File: config.mk
export PLATFORM = sky130hd
export DESIGN_NAME = mem_resp_ctrl
export DESIGN_NICKNAME = d
export VERILOG_FILES = /design/src/rtl/mem_resp_ctrl.sv
export SDC_FILE = /design/constraint.sdc
export NUM_CORES = 1
export LEC_CHECK = 0
export CORE_AREA = 5 5 96 62
export DETAILED_ROUTE_END_ITERATION = 10
export DIE_AREA = 0 0 101 67
export PLACE_DENSITY_LB_ADDON = 0.05
export SYNTH_ARGS = -nofsm -noshare
export SYNTH_HDL_FRONTEND = slang
export SYNTH_SLANG_ARGS = --single-unit
export TNS_END_PERCENT = 100
File: constraint.sdc
create_clock -name CK3 -period 4.3 [get_ports CK3]
set_input_delay 1.075 -clock CK3 [delete_from_list [all_inputs] [get_ports CK3]]
set_output_delay 1.075 -clock CK3 [all_outputs]
set_load 0.03 [all_outputs]
File: src/rtl/mem_resp_ctrl.sv
// mem_resp_ctrl: three-state controller (IDLE -> ACCESS -> DONE) between the
// control-unit stage and a single-port memory.
// Accepts a read or write request, latches the address, data and direction,
// holds the pipeline until the memory acknowledges, and then returns read data
// with a one-cycle valid pulse.
// Optional feature macro: MEM_RESP_TIMEOUT_EN. When it is defined, an access
// that is never acknowledged is aborted after TIMEOUT cycles and ERR is set.
module mem_resp_ctrl #(
  parameter int ADDR_W  = 16,
  parameter int DATA_W  = 16,
  parameter int TIMEOUT = 255
) (
  input  logic              CK3,
  input  logic              RESET,
  input  logic              MR_IN,
  input  logic              MW_IN,
  input  logic [ADDR_W-1:0] ADDR_IN,
  input  logic [DATA_W-1:0] WDATA_IN,
  output logic              HOLD,
  output logic              MEM_CS,
  output logic              MEM_WE,
  output logic [ADDR_W-1:0] MEM_ADDR,
  output logic [DATA_W-1:0] MEM_WDATA,
  input  logic [DATA_W-1:0] MEM_RDATA,
  input  logic              MEM_ACK,
  output logic [DATA_W-1:0] RDATA_OUT,
  output logic              RDATA_VALID,
  output logic              ERR
);

  typedef enum logic [1:0] {IDLE, ACCESS, DONE} state_t;

  state_t              state_reg, state_next;
  logic                accept;
  logic                timeout_hit;
  logic [ADDR_W-1:0]   addr_reg;
  logic [DATA_W-1:0]   wdata_reg;
  logic [DATA_W-1:0]   rdata_reg;
  logic                we_reg;

`ifdef MEM_RESP_TIMEOUT_EN
  // Counter value seen in the last ACCESS cycle allowed before the abort.
  localparam logic [7:0] TO_LAST = 8'(TIMEOUT - 1);

  logic [7:0] cnt_reg;
  logic       err_reg;

  // The abort fires only when the memory does not acknowledge in that cycle.
  assign timeout_hit = (cnt_reg == TO_LAST) && !MEM_ACK;

  // Count ACCESS cycles from zero for each new access; latch the error flag.
  always_ff @(posedge CK3 or posedge RESET) begin
    if (RESET) begin
      cnt_reg <= '0;
      err_reg <= 1'b0;
    end else begin
      if (accept)
        cnt_reg <= '0;
      else if (state_reg == ACCESS)
        cnt_reg <= cnt_reg + 8'd1;
      if (state_reg == ACCESS && timeout_hit)
        err_reg <= 1'b1;
    end
  end

  assign ERR = err_reg;
`else
  assign timeout_hit = 1'b0;
  assign ERR         = 1'b0;
`endif

  // State register.
  always_ff @(posedge CK3 or posedge RESET) begin
    if (RESET)
      state_reg <= IDLE;
    else
      state_reg <= state_next;
  end

  // Next-state logic; requests are only looked at in IDLE, so DONE ignores them.
  always_comb begin
    state_next = state_reg;
    accept     = 1'b0;
    case (state_reg)
      IDLE: begin
        if (MR_IN || MW_IN) begin
          state_next = ACCESS;
          accept     = 1'b1;
        end
      end
      ACCESS: begin
        if (MEM_ACK || timeout_hit)
          state_next = DONE;
      end
      DONE:    state_next = IDLE;
      default: state_next = IDLE;
    endcase
  end

  // Request latch and read-data capture. A write takes priority when both
  // requests arrive together, because the direction is taken from MW_IN.
  always_ff @(posedge CK3 or posedge RESET) begin
    if (RESET) begin
      addr_reg  <= '0;
      wdata_reg <= '0;
      we_reg    <= 1'b0;
      rdata_reg <= '0;
    end else begin
      if (accept) begin
        addr_reg  <= ADDR_IN;
        wdata_reg <= WDATA_IN;
        we_reg    <= MW_IN;
      end
      if (state_reg == ACCESS && !we_reg) begin
        if (MEM_ACK)
          rdata_reg <= MEM_RDATA;
        else if (timeout_hit)
          rdata_reg <= '1;
      end
    end
  end

  // HOLD is masked by RESET so that requests raised during reset do not stall.
  assign HOLD        = (state_reg == ACCESS) ||
                       ((state_reg == IDLE) && (MR_IN || MW_IN) && !RESET);
  assign MEM_CS      = (state_reg == ACCESS);
  assign MEM_WE      = (state_reg == ACCESS) && we_reg;
  assign MEM_ADDR    = addr_reg;
  assign MEM_WDATA   = wdata_reg;
  assign RDATA_OUT   = rdata_reg;
  assign RDATA_VALID = (state_reg == DONE) && !we_reg;

endmodule
==> results of run 1 <==
==> final cells by class <==
| class | instances | area share, % |
|---|---|---|
| flip-flops and latches | 51 | 40.0 |
| clock inverters | 3 | 0.745 |
| well taps | 66 | 2.59 |
| inverters | 2 | 0.235 |
| repair buffers | 106 | 33.1 |
| multi-input cells | 62 | 21.1 |
| clock buffers | 5 | 2.16 |
==> path summary, 6_finish.rpt <==
path                       slack (ps)  cells past startpoint       endpoint
hold reg to reg                   500                      1   MEM_WDATA[0]
max in group asynchronous        2560                      3   MEM_ADDR[13]
setup reg to reg                 2350                      3  RDATA_OUT[13]
min in group asynchronous        1320                      3   MEM_WDATA[3]
hold / removal                    500                      1   MEM_WDATA[0]
setup / recovery                  650                      4           HOLD
==> routing by layer <==
layer  vias to the layer above  GRT usage, %  share of wire (%)
met5                         -             0                  0
met4                         0          4.98               0.87
met3                         5          6.59                 12
met2                        63          21.6                 43
met1                       659          19.0                 45
li1                        632             -                  -
==> kinds of logic after synthesis <==
kind of cell	count (synthesis)	share of synthesized area, %
AO/OA/AOI/OAI	5	1.74
buffers and inverters	8	3.05
flip-flops	51	63.4
multiplexers	48	28.7
other	1	0.186
AND/OR/NAND/NOR	8	2.86
==> cell usage in the layout, fill, tap and decap left out, drive strengths merged <==
master         synthesis  final
dfrtp                 51     51
clkinvlp               0      2
nor2b                  1      1
nor2                   1      1
and2                   2      2
a21oi                  1      1
o21ai                  2      2
inv                    2      3
a22o                   1      1
nand2                  1      1
clkbuf                 0      5
conb                   1      1
clkdlybuf4s50          0    104
nor3b                  1      1
a211oi                 1      1
nor3                   1      1
buf                    6      2
mux2                  48     48
and3b                  1      1
==> power breakdown <==
part / leakage (nW) / switching (mW) / internal (mW)
clock: 0.0408 / 0.165 / 0.117
combinational: 0.689 / 0.724 / 0.678
sequential: 0.599 / 0.128 / 0.714
total: 1.33 / 1.02 / 1.51
==> worst max-delay path, delay by kind of cell <==
family / cells / cell delay (ps)
compound gates: 2 / 270
buf+inv: 2 / 1230
==> stage by stage <==
step | total power, mW | cell area, µm² | setup slack (ps) | util, % | instances
finish | 2.53 | 3190 | 647 | 64.7 | 295
global route | 2.66 | 3190 | 569 | 64.7 | 295
CTS | 2.56 | 3190 | 642 | 64.7 | 295
detailed placement | 2.27 | 3100 | 657 | 62.8 | 287
global placement | 2.24 | 3100 | 662 | 62.8 | 287
floorplan | 1.66 | 2010 | 277 | - | 121
==> impl_metrics.prom, run 1 <==
# TYPE chip_impl_metric gauge
chip_impl_info{name="run_status",value="finished clean"} 1
chip_impl_info{name="yosys.cell_count.top_type",value="sky130_fd_sc_hd__dfrtp_1"} 1
chip_impl_metric{name="final_worst_clock_skew",unit="ps"} 5.09
chip_impl_info{name="clock-root-buffer",value="sky130_fd_sc_hd__clkbuf_8"} 1
chip_impl_metric{name="path_clk_slew",unit="ps"} 100
chip_impl_metric{name="route.antenna.remaining_nets",unit=""} 0
chip_impl_metric{name="routed_wl",unit="mm"} 4.74
chip_impl_metric{name="antenna-diode-count",unit=""} 0
chip_impl_metric{name="powerDensity",unit="mW/mm²"} 792
chip_impl_metric{name="die_h",unit="µm"} 67
chip_impl_metric{name="cp_data_arrival_time",unit="ps"} 2580
chip_impl_metric{name="grt_start_max_net_pins",unit=""} 52
chip_impl_info{name="grt_setup_unrepaired",value="no"} 1
chip_impl_metric{name="seq_area_frac_synth",unit="%"} 63.4
chip_impl_metric{name="gp_congestion",unit=""} 0.807
chip_impl_metric{name="fill_cells",unit=""} 368
chip_impl_metric{name="hpwl_after_dpl",unit="mm"} 3.57
chip_impl_metric{name="nets",unit=""} 281
chip_impl_metric{name="vias_per_cell",unit=""} 4.61
chip_impl_metric{name="worst_ir_drop_vdd",unit="mV"} 0.373
chip_impl_info{name="cpMostUsedCell",value="sky130_fd_sc_hd__clkdlybuf4s50_1"} 1
chip_impl_info{name="cp-startpoint",value="MW_IN"} 1
chip_impl_metric{name="report.final.setup_viol",unit=""} 0
chip_impl_metric{name="die_w",unit="µm"} 101
chip_impl_metric{name="drt_pre_antenna_iters",unit=""} 4
chip_impl_metric{name="worst_slew_margin_rel",unit="%"} 38.5
chip_impl_metric{name="core_area",unit="mm²"} 0.00493
chip_impl_metric{name="initial_util",unit="%"} 40.8
chip_impl_metric{name="final.setup.tns",unit="ps"} 0
chip_impl_info{name="synth_commonest_cells",value="sky130_fd_sc_hd__dfrtp_1 (51), sky130_fd_sc_hd__mux2_2 (35), sky130_fd_sc_hd__mux2_4 (10), sky130_fd_sc_hd__buf_2 (3), sky130_fd_sc_hd__mux2_1 (3)"} 1
chip_impl_info{name="cts_tree",value="built"} 1
chip_impl_metric{name="worst-endpoint-required",unit="ps"} 3220
chip_impl_metric{name="yosys_register_bits",unit=""} 51
chip_impl_metric{name="layout_area_overhead",unit="%"} 58.5
chip_impl_metric{name="detail_route.drc_violations",unit=""} 0
chip_impl_metric{name="clock-sinks",unit=""} 51
chip_impl_metric{name="routed_wire_length_per_instance",unit="µm"} 16.1
chip_impl_metric{name="synth_area_per_cell",unit="µm²"} 16.6
chip_impl_info{name="slowest_stage",value="sky130_fd_sc_hd__clkdlybuf4s50_1"} 1
chip_impl_metric{name="vias",unit=""} 1359
chip_impl_metric{name="holdWs",unit="ps"} 496
chip_impl_metric{name="drive_above_1_share",unit="%"} 26.2
chip_impl_metric{name="yosysWarnings",unit=""} 0
chip_impl_metric{name="synth_cells",unit=""} 121
chip_impl_metric{name="fmaxAchievable",unit="MHz"} 274
chip_impl_metric{name="port_buffers",unit=""} 104
chip_impl_metric{name="fp-row-count",unit=""} 20
chip_impl_metric{name="post_cts_resize_count",unit=""} 0
chip_impl_metric{name="cap_violations",unit=""} 0
chip_impl_metric{name="number_of_flops_mapped_to_enable_cells_by_yosys",unit=""} 0
chip_impl_metric{name="netlist-cell-type-count",unit=""} 22
chip_impl_info{name="synth_top_cells_by_area",value="sky130_fd_sc_hd__dfrtp_1 (63%), sky130_fd_sc_hd__mux2_2 (20%), sky130_fd_sc_hd__mux2_4 (7.5%)"} 1
chip_impl_metric{name="initialDrtViolationCount",unit=""} 18
chip_impl_metric{name="asyncSetResetFlopFracSynth",unit="%"} 100
chip_impl_info{name="synthDominantAreaCellType",value="sky130_fd_sc_hd__dfrtp_1"} 1
chip_impl_metric{name="grt_antenna_before_repair",unit=""} 0
chip_impl_metric{name="cts-root-to-sink-buffers",unit=""} 2
chip_impl_metric{name="groute.usage.overall",unit="%"} 14.6
chip_impl_metric{name="worstSkewPairLatency",unit="ps"} 300
chip_impl_info{name="hold_path.class",value="reg -> reg"} 1
chip_impl_metric{name="pin_count",unit=""} 106
chip_impl_info{name="path_class",value="in -> out"} 1
chip_impl_metric{name="post_synth_instance_area",unit="mm²"} 0.00201
chip_impl_metric{name="finalCritPeriodShare",unit="%"} 85.0
chip_impl_metric{name="finalHoldViolCount",unit=""} 0
chip_impl_metric{name="crit_path_max_incr_delay",unit="ps"} 690
chip_impl_metric{name="final-seq-area",unit="mm²"} 0.00128
chip_impl_metric{name="fp.dieArea",unit="mm²"} 0.00677
chip_impl_info{name="yosys_most_used_dff",value="sky130_fd_sc_hd__dfrtp_1"} 1
chip_impl_info{name="endpoint_kind",value="primary output"} 1
chip_impl_metric{name="synthesis.nets",unit=""} 174
chip_impl_metric{name="grt_pass1_vias",unit=""} 1511
chip_impl_info{name="worstHoldStart",value="MEM_WDATA[0]"} 1
chip_impl_metric{name="overflow",unit=""} 0
chip_impl_metric{name="worstMarginPinSlew",unit="ps"} 922
chip_impl_metric{name="holdBufCountCts",unit=""} 0
chip_impl_info{name="setup.worst_path.start_class",value="input pin"} 1
chip_impl_metric{name="worst-path-max-fanout",unit=""} 4
chip_impl_metric{name="finalWorstPathRequiredPeriod",unit="ps"} 3650
chip_impl_info{name="r2r-start",value="state_reg[0]"} 1
chip_impl_metric{name="cell_leakage_power",unit="nW"} 1.33
chip_impl_metric{name="grt_first_pass_wirelength",unit="mm"} 7.47
chip_impl_info{name="cp_cell_sequence",value="clkdlybuf4s50_1 > o21ai_0 > a21oi_1 > clkdlybuf4s50_1"} 1
chip_impl_metric{name="multi_input_comb_area",unit="µm²"} 674
chip_impl_metric{name="postCtsSetupRepairBufs",unit=""} 0
chip_impl_metric{name="cts_buffer_count",unit=""} 5
chip_impl_metric{name="synth_top_area_share",unit="%"} 63.4
chip_impl_metric{name="cts_max_level",unit=""} 2
chip_impl_metric{name="finalMaxSlewViolations",unit=""} 0
Power figures use the tool's default switching activity.
==> run 2, diff against run 1 <==
--- a/config.mk
+++ b/config.mk
@@ -5,9 +5,9 @@
 export SDC_FILE = /design/constraint.sdc
 export NUM_CORES = 1
 export LEC_CHECK = 0
-export CORE_AREA = 5 5 96 62
+export CORE_AREA = 5 5 104 67
 export DETAILED_ROUTE_END_ITERATION = 10
-export DIE_AREA = 0 0 101 67
+export DIE_AREA = 0 0 109 72
 export PLACE_DENSITY_LB_ADDON = 0.05
 export SYNTH_ARGS = -nofsm -noshare
 export SYNTH_HDL_FRONTEND = slang
==> constraint.sdc (replaced) <==
create_clock -name CK3 -period 3.2 [get_ports CK3]
set_input_delay 0.8 -clock CK3 [delete_from_list [all_inputs] [get_ports CK3]]
set_output_delay 0.8 -clock CK3 [all_outputs]
set_load 0.03 [all_outputs]
==> impl_metrics.prom, run 2 (synthesis results as in run 1) <==
# TYPE chip_impl_metric gauge
chip_impl_metric{name="detail_route.drc_violations",unit=""} 0
chip_impl_metric{name="nets",unit=""} 284
chip_impl_info{name="layout_commonest_cell",value="sky130_fd_sc_hd__clkdlybuf4s50_1"} 1
chip_impl_metric{name="reg2regPathDepth",unit=""} 4
chip_impl_info{name="cp-endpoint",value="HOLD"} 1
chip_impl_metric{name="cts_buffer_count",unit=""} 5
chip_impl_info{name="endpoint_kind",value="primary output"} 1
chip_impl_metric{name="routed_wl",unit="mm"} 4.88
chip_impl_metric{name="cp.depth",unit=""} 5
chip_impl_metric{name="port_buffers",unit=""} 104
chip_impl_metric{name="worstMarginPinSlew",unit="ps"} 646
chip_impl_metric{name="swShare",unit="%"} 39.0
chip_impl_metric{name="finalMaxSlewViolations",unit=""} 0
chip_impl_metric{name="worst-endpoint-required",unit="ps"} 2400
chip_impl_metric{name="final.setup.tns",unit="ps"} 0
chip_impl_metric{name="routed_wire_length_per_instance",unit="µm"} 15.5
chip_impl_metric{name="die_h",unit="µm"} 72
chip_impl_metric{name="finalCritPeriodShare",unit="%"} 96.8
chip_impl_info{name="dr.max_layer_used",value="met4"} 1
chip_impl_metric{name="met1Wirelength",unit="mm"} 2.10
chip_impl_metric{name="power.share.sequential",unit="%"} 32.8
chip_impl_metric{name="grt_antenna_before_repair",unit=""} 0
chip_impl_info{name="cpMostUsedCell",value="sky130_fd_sc_hd__clkdlybuf4s50_1"} 1
chip_impl_metric{name="setup_ws",unit="ps"} 103
chip_impl_metric{name="cellInternalPower",unit="mW"} 2.10
chip_impl_metric{name="vias_per_cell",unit=""} 4.32
chip_impl_metric{name="cell_leakage_power",unit="nW"} 1.35
chip_impl_metric{name="finalWorstPathRequiredPeriod",unit="ps"} 3100
chip_impl_metric{name="placed_cells_incl_taps",unit=""} 308
chip_impl_metric{name="report.final.setup_viol",unit=""} 0
chip_impl_metric{name="gp_congestion",unit=""} 0.699
chip_impl_metric{name="initialDrtViolationCount",unit=""} 37
chip_impl_metric{name="fin_cells",unit=""} 315
chip_impl_metric{name="post_cts_resize_count",unit=""} 0
chip_impl_metric{name="path_clk_slew",unit="ps"} 90
chip_impl_metric{name="cts_max_level",unit=""} 2
chip_impl_metric{name="core_area",unit="mm²"} 0.00592
chip_impl_metric{name="final_design_area_no_fill",unit="mm²"} 0.00326
chip_impl_info{name="cp_cell_sequence",value="clkdlybuf4s50_1 > clkinvlp_4 > o21ai_0 > a21oi_1 > clkdlybuf4s50_1"} 1
chip_impl_metric{name="combPwrFrac",unit="%"} 54.7
chip_impl_metric{name="route.antenna.remaining_nets",unit=""} 0
chip_impl_info{name="r2r-start",value="state_reg[0]"} 1
chip_impl_metric{name="antenna-diode-count",unit=""} 0
chip_impl_metric{name="worst-path-max-fanout",unit=""} 2
chip_impl_metric{name="path_buf_inv",unit=""} 3
chip_impl_metric{name="fp.dieArea",unit="mm²"} 0.00785
chip_impl_metric{name="fp-row-count",unit=""} 22
chip_impl_metric{name="route.met3.wl",unit="µm"} 505
chip_impl_metric{name="cp_data_arrival_time",unit="ps"} 2300
chip_impl_metric{name="pre_cts_ws",unit="ps"} 107
chip_impl_metric{name="worst_slew_margin_rel",unit="%"} 57.0
chip_impl_info{name="slowest_stage",value="sky130_fd_sc_hd__clkdlybuf4s50_1"} 1
chip_impl_info{name="clock-root-buffer",value="sky130_fd_sc_hd__clkbuf_8"} 1
chip_impl_info{name="run_status",value="finished clean"} 1
chip_impl_info{name="mostFrequentLayoutCells",value="sky130_fd_sc_hd__clkdlybuf4s50_1 (104), sky130_fd_sc_hd__dfrtp_1 (51), sky130_fd_sc_hd__mux2_2 (35)"} 1
chip_impl_metric{name="pin_count",unit=""} 106
chip_impl_metric{name="initial_util",unit="%"} 34.0
chip_impl_metric{name="clock-sinks",unit=""} 51
chip_impl_metric{name="die_w",unit="µm"} 109
chip_impl_metric{name="vias",unit=""} 1362
chip_impl_info{name="cts_tree",value="built"} 1
chip_impl_metric{name="hpwl_after_dpl",unit="mm"} 3.67
chip_impl_metric{name="drt_pre_antenna_iters",unit=""} 2
chip_impl_metric{name="net_load_switching_power",unit="mW"} 1.35
chip_impl_metric{name="final_worst_clock_skew",unit="ps"} 7.69
chip_impl_info{name="cp-startpoint",value="RESET"} 1
chip_impl_metric{name="grt_first_pass_wirelength",unit="mm"} 7.95
chip_impl_info{name="path_class",value="in -> out"} 1
chip_impl_metric{name="grt_start_max_net_pins",unit=""} 52
chip_impl_info{name="crit_family",value="buffers and inverters"} 1
chip_impl_metric{name="groute.usage.overall",unit="%"} 12.9
chip_impl_metric{name="layout_area_overhead",unit="%"} 61.8
chip_impl_metric{name="grt_pass1_vias",unit=""} 1565
chip_impl_metric{name="worstSkewPairLatency",unit="ps"} 300
chip_impl_metric{name="holdBufCountCts",unit=""} 0
chip_impl_metric{name="crit_path_max_incr_delay",unit="ps"} 690
chip_impl_metric{name="overflow",unit=""} 0
chip_impl_metric{name="finalHoldViolCount",unit=""} 0
chip_impl_info{name="critical_register_to_register_path_endpoint",value="RDATA_OUT[8]"} 1
chip_impl_metric{name="worst-r2r-setup-slack",unit="ps"} 1470
chip_impl_info{name="grt_setup_unrepaired",value="no"} 1
chip_impl_metric{name="postCtsSetupRepairBufs",unit=""} 0
chip_impl_metric{name="fmaxAchievable",unit="MHz"} 323
chip_impl_info{name="hold_path.class",value="reg -> reg"} 1
chip_impl_metric{name="drive_above_1_share",unit="%"} 26.4
chip_impl_metric{name="worst_ir_drop_vdd",unit="mV"} 0.526
chip_impl_metric{name="cap_violations",unit=""} 0
chip_impl_metric{name="powerDensity",unit="mW/mm²"} 1060
chip_impl_metric{name="post_dp_cell_area",unit="mm²"} 0.00315
chip_impl_info{name="setup.worst_path.start_class",value="input pin"} 1
chip_impl_metric{name="met2WireLength",unit="mm"} 2.25
chip_impl_metric{name="cts-root-to-sink-buffers",unit=""} 2
chip_impl_metric{name="power.clock.fraction",unit="%"} 12.5
-- run 2: cell count changes in the layout (fill, tap and decap cells not counted), sizes merged --
cell	change
buf	+3
inv	-2
bufinv	+1
clkbuf	+1
clkinvlp	-1
-- run 2: final cells by class --
cell class,count,area (µm²)
fillers,502,2660
flip-flops and latches,51,1280
repair buffers,109,1080
multi-input cells,62,682
well taps,84,105
clock buffers,6,72.6
clock inverters,1,30.0
inverters,2,11.3
-- run 2: worst min path at each step --
stage | from | endpoint | slack, ps | cells after the start
after floorplan | we_reg | we_reg | 490 | 1
after global placement | MEM_WDATA[15] | MEM_WDATA[15] | 470 | 1
after detailed placement | MEM_WDATA[15] | MEM_WDATA[15] | 490 | 1
after CTS | MEM_WDATA[15] | MEM_WDATA[15] | 510 | 1
after global routing | MEM_ADDR[7] | MEM_ADDR[7] | 530 | 1
final | MEM_WDATA[15] | MEM_WDATA[15] | 500 | 1
-- run 2: stage by stage --
step | util, % | power (mW) | hold WS (ps)
floorplan | - | 2.23 | 495
global placement | 53.3 | 3.01 | 475
detailed placement | 53.3 | 3.05 | 490
CTS | 55.0 | 3.50 | 512
global route | 55.0 | 3.64 | 532
finish | 55.0 | 3.45 | 505
-- run 2: per-layer routing --
metal  vias to the layer above  global-route usage [%]
met4                         0                    3.36
met5                         -                       0
li1                        635                       -
met1                       669                    16.2
met2                        56                    20.5
met3                         2                    5.69
-- run 2: power by group through the flow --
| stage | Sequential [mW] | Combinational, mW | Clock (mW) |
|---|---|---|---|
| 3_3_place_gp | 1.12 | 1.89 | 0 |
| 4_1_cts | 1.14 | 1.92 | 0.448 |
| 2_1_floorplan | 1.74 | 0.492 | 0 |
| 6_report | 1.13 | 1.89 | 0.431 |
| 3_5_place_dp | 1.14 | 1.91 | 0 |
| 5_1_grt | 1.18 | 1.99 | 0.474 |
==> run 3, diff against run 2 <==
--- a/config.mk
+++ b/config.mk
@@ -5,9 +5,9 @@
 export SDC_FILE = /design/constraint.sdc
 export NUM_CORES = 1
 export LEC_CHECK = 0
-export CORE_AREA = 5 5 104 67
+export CORE_AREA = 5 5 96 62
 export DETAILED_ROUTE_END_ITERATION = 10
-export DIE_AREA = 0 0 109 72
+export DIE_AREA = 0 0 101 67
 export PLACE_DENSITY_LB_ADDON = 0.05
 export SYNTH_ARGS = -nofsm -noshare
 export SYNTH_HDL_FRONTEND = slang
==> constraint.sdc (replaced) <==
create_clock -name CK3 -period 4 [get_ports CK3]
set_input_delay 1 -clock CK3 [delete_from_list [all_inputs] [get_ports CK3]]
set_output_delay 1 -clock CK3 [all_outputs]
set_load 0.03 [all_outputs]
==> impl_metrics.prom, run 3 (synthesis results as in run 1) <==
# TYPE chip_impl_metric gauge
chip_impl_metric{name="finalWorstPathRequiredPeriod",unit="ps"} 3550
chip_impl_metric{name="fp.dieArea",unit="mm²"} 0.00677
chip_impl_metric{name="antenna-diode-count",unit=""} 0
chip_impl_metric{name="cp_data_arrival_time",unit="ps"} 2550
chip_impl_info{name="cts_tree",value="built"} 1
chip_impl_metric{name="postCtsSetupRepairBufs",unit=""} 0
chip_impl_metric{name="final_worst_clock_skew",unit="ps"} 2.55
chip_impl_metric{name="grt_start_max_net_pins",unit=""} 52
chip_impl_metric{name="worstSkewPairLatency",unit="ps"} 300
chip_impl_info{name="setup.worst_path.start_class",value="input pin"} 1
chip_impl_metric{name="finalHoldViolCount",unit=""} 0
chip_impl_metric{name="vias_per_cell",unit=""} 4.65
chip_impl_metric{name="nets",unit=""} 281
chip_impl_metric{name="drt_pre_antenna_iters",unit=""} 4
chip_impl_metric{name="worst-endpoint-required",unit="ps"} 3000
chip_impl_metric{name="cts_buffer_count",unit=""} 5
chip_impl_metric{name="pre_cts_ws",unit="ps"} 476
chip_impl_metric{name="layout_area_overhead",unit="%"} 60.7
chip_impl_metric{name="routed_wl",unit="mm"} 4.82
chip_impl_metric{name="hpwl_after_dpl",unit="mm"} 3.63
chip_impl_info{name="mostFrequentLayoutCells",value="sky130_fd_sc_hd__clkdlybuf4s50_1 (104), sky130_fd_sc_hd__dfrtp_1 (51), sky130_fd_sc_hd__mux2_2 (35)"} 1
chip_impl_metric{name="post_cts_resize_count",unit=""} 0
chip_impl_metric{name="post_dp_cell_area",unit="mm²"} 0.00310
chip_impl_metric{name="fmaxAchievable",unit="MHz"} 282
chip_impl_info{name="path_class",value="in -> out"} 1
chip_impl_metric{name="cell_leakage_power",unit="nW"} 1.35
chip_impl_metric{name="path_buf_inv",unit=""} 2
chip_impl_metric{name="worstMarginPinSlew",unit="ps"} 905
chip_impl_metric{name="final.setup.tns",unit="ps"} 0
chip_impl_metric{name="detail_route.drc_violations",unit=""} 0
chip_impl_metric{name="cts-root-to-sink-buffers",unit=""} 2
chip_impl_metric{name="die_h",unit="µm"} 67
chip_impl_info{name="r2r-start",value="state_reg[0]"} 1
chip_impl_info{name="cp-startpoint",value="MW_IN"} 1
chip_impl_info{name="layout_commonest_cell",value="sky130_fd_sc_hd__clkdlybuf4s50_1"} 1
chip_impl_metric{name="powerDensity",unit="mW/mm²"} 875
chip_impl_info{name="worstHoldStart",value="MEM_WDATA[0]"} 1
chip_impl_metric{name="final_design_area_no_fill",unit="mm²"} 0.00323
chip_impl_metric{name="holdBufCountCts",unit=""} 0
chip_impl_metric{name="finalMaxSlewViolations",unit=""} 0
chip_impl_metric{name="groute.usage.overall",unit="%"} 14.9
chip_impl_metric{name="route.antenna.remaining_nets",unit=""} 0
chip_impl_metric{name="grt_first_pass_wirelength",unit="mm"} 7.56
chip_impl_metric{name="fp-row-count",unit=""} 20
chip_impl_metric{name="die_w",unit="µm"} 101
chip_impl_metric{name="cap_violations",unit=""} 0
chip_impl_metric{name="cts_max_level",unit=""} 2
chip_impl_info{name="slowest_stage",value="sky130_fd_sc_hd__clkdlybuf4s50_1"} 1
chip_impl_metric{name="worst-path-max-fanout",unit=""} 4
chip_impl_info{name="crit_family",value="buffers and inverters"} 1
chip_impl_metric{name="vias",unit=""} 1371
chip_impl_metric{name="post-route-util",unit="%"} 65.6
chip_impl_metric{name="drive_above_1_share",unit="%"} 26.2
chip_impl_info{name="cpMostUsedCell",value="sky130_fd_sc_hd__clkdlybuf4s50_1"} 1
chip_impl_info{name="grt_setup_unrepaired",value="no"} 1
chip_impl_metric{name="overflow",unit=""} 0
chip_impl_metric{name="crit_path_max_incr_delay",unit="ps"} 700
chip_impl_metric{name="core_area",unit="mm²"} 0.00493
chip_impl_metric{name="initialDrtViolationCount",unit=""} 33
chip_impl_metric{name="grt_pass1_vias",unit=""} 1498
chip_impl_metric{name="finalCritPeriodShare",unit="%"} 88.6
chip_impl_info{name="hold_path.class",value="reg -> reg"} 1
chip_impl_metric{name="path_clk_slew",unit="ps"} 90
chip_impl_metric{name="clock-sinks",unit=""} 51
chip_impl_metric{name="initial_util",unit="%"} 40.8
chip_impl_metric{name="port_buffers",unit=""} 104
chip_impl_metric{name="pin_count",unit=""} 106
chip_impl_metric{name="grt_antenna_before_repair",unit=""} 0
chip_impl_metric{name="worst_slew_margin_rel",unit="%"} 39.7
chip_impl_metric{name="setup_ws",unit="ps"} 454
chip_impl_metric{name="report.final.setup_viol",unit=""} 0
chip_impl_info{name="run_status",value="finished clean"} 1
chip_impl_metric{name="gp_congestion",unit=""} 0.807
chip_impl_metric{name="worst_ir_drop_vdd",unit="mV"} 0.404
chip_impl_info{name="cp_cell_sequence",value="clkdlybuf4s50_1 > o21ai_0 > a21oi_1 > clkdlybuf4s50_1"} 1
chip_impl_info{name="endpoint_kind",value="primary output"} 1
chip_impl_info{name="clock-root-buffer",value="sky130_fd_sc_hd__clkbuf_8"} 1
chip_impl_metric{name="routed_wire_length_per_instance",unit="µm"} 16.3
[run 3: metal layers]
| metal | up-vias | part of all wire (%) | global-route usage, % |
|---|---|---|---|
| met4 | 0 | 0.83 | 4.48 |
| met3 | 4 | 11 | 7.43 |
| met1 | 677 | 44 | 19.1 |
| met5 | - | 0 | 0 |
| li1 | 628 | - | - |
| met2 | 62 | 44 | 22.1 |
[run 3: layout make-up]
class                   instances  area (µm²)
clock buffers                   5        68.8
clock inverters                 3        67.6
fillers                       356        1700
inverters                       2        7.51
multi-input cells              62         674
flip-flops and latches         51        1280
well taps                      66        82.6
repair buffers                106        1060
[run 3: per-stage QoR]
step | power, mW | hold slack [ps] | std cells
6_report | 2.83 | 501 | 295
5_1_grt | 2.98 | 531 | 295
4_1_cts | 2.87 | 511 | 295
3_5_place_dp | 2.44 | 490 | 287
3_3_place_gp | 2.41 | 474 | 287
2_1_floorplan | 1.79 | 495 | 121
[run 3: worst register-to-register path, delay by kind of cell, from the launching register on]
kind | cells | cell delay, ps
muxes | 1 | 420
DFF | 1 | 440
and+or+nand+nor | 2 | 970
[run 3: path summary, 6_finish.rpt]
path                       cells after the start  slack [ps]       endpoint
max reg2reg                                    3        2080  RDATA_OUT[13]
max                                            4         450           HOLD
max in group asynchronous                      3        2350   RDATA_OUT[5]
min                                            1         500   MEM_WDATA[0]
min in group asynchronous                      3        1240         we_reg
min reg2reg                                    1         500   MEM_WDATA[0]
[run 3: where the power goes]
part           internal (mW)  total (mW)  switching, mW  leakage (nW)
sequential             0.768       0.905          0.137         0.599
combinational          0.729        1.51          0.777         0.689
clock                  0.249       0.420          0.171        0.0644
total                   1.75        2.83           1.09          1.35
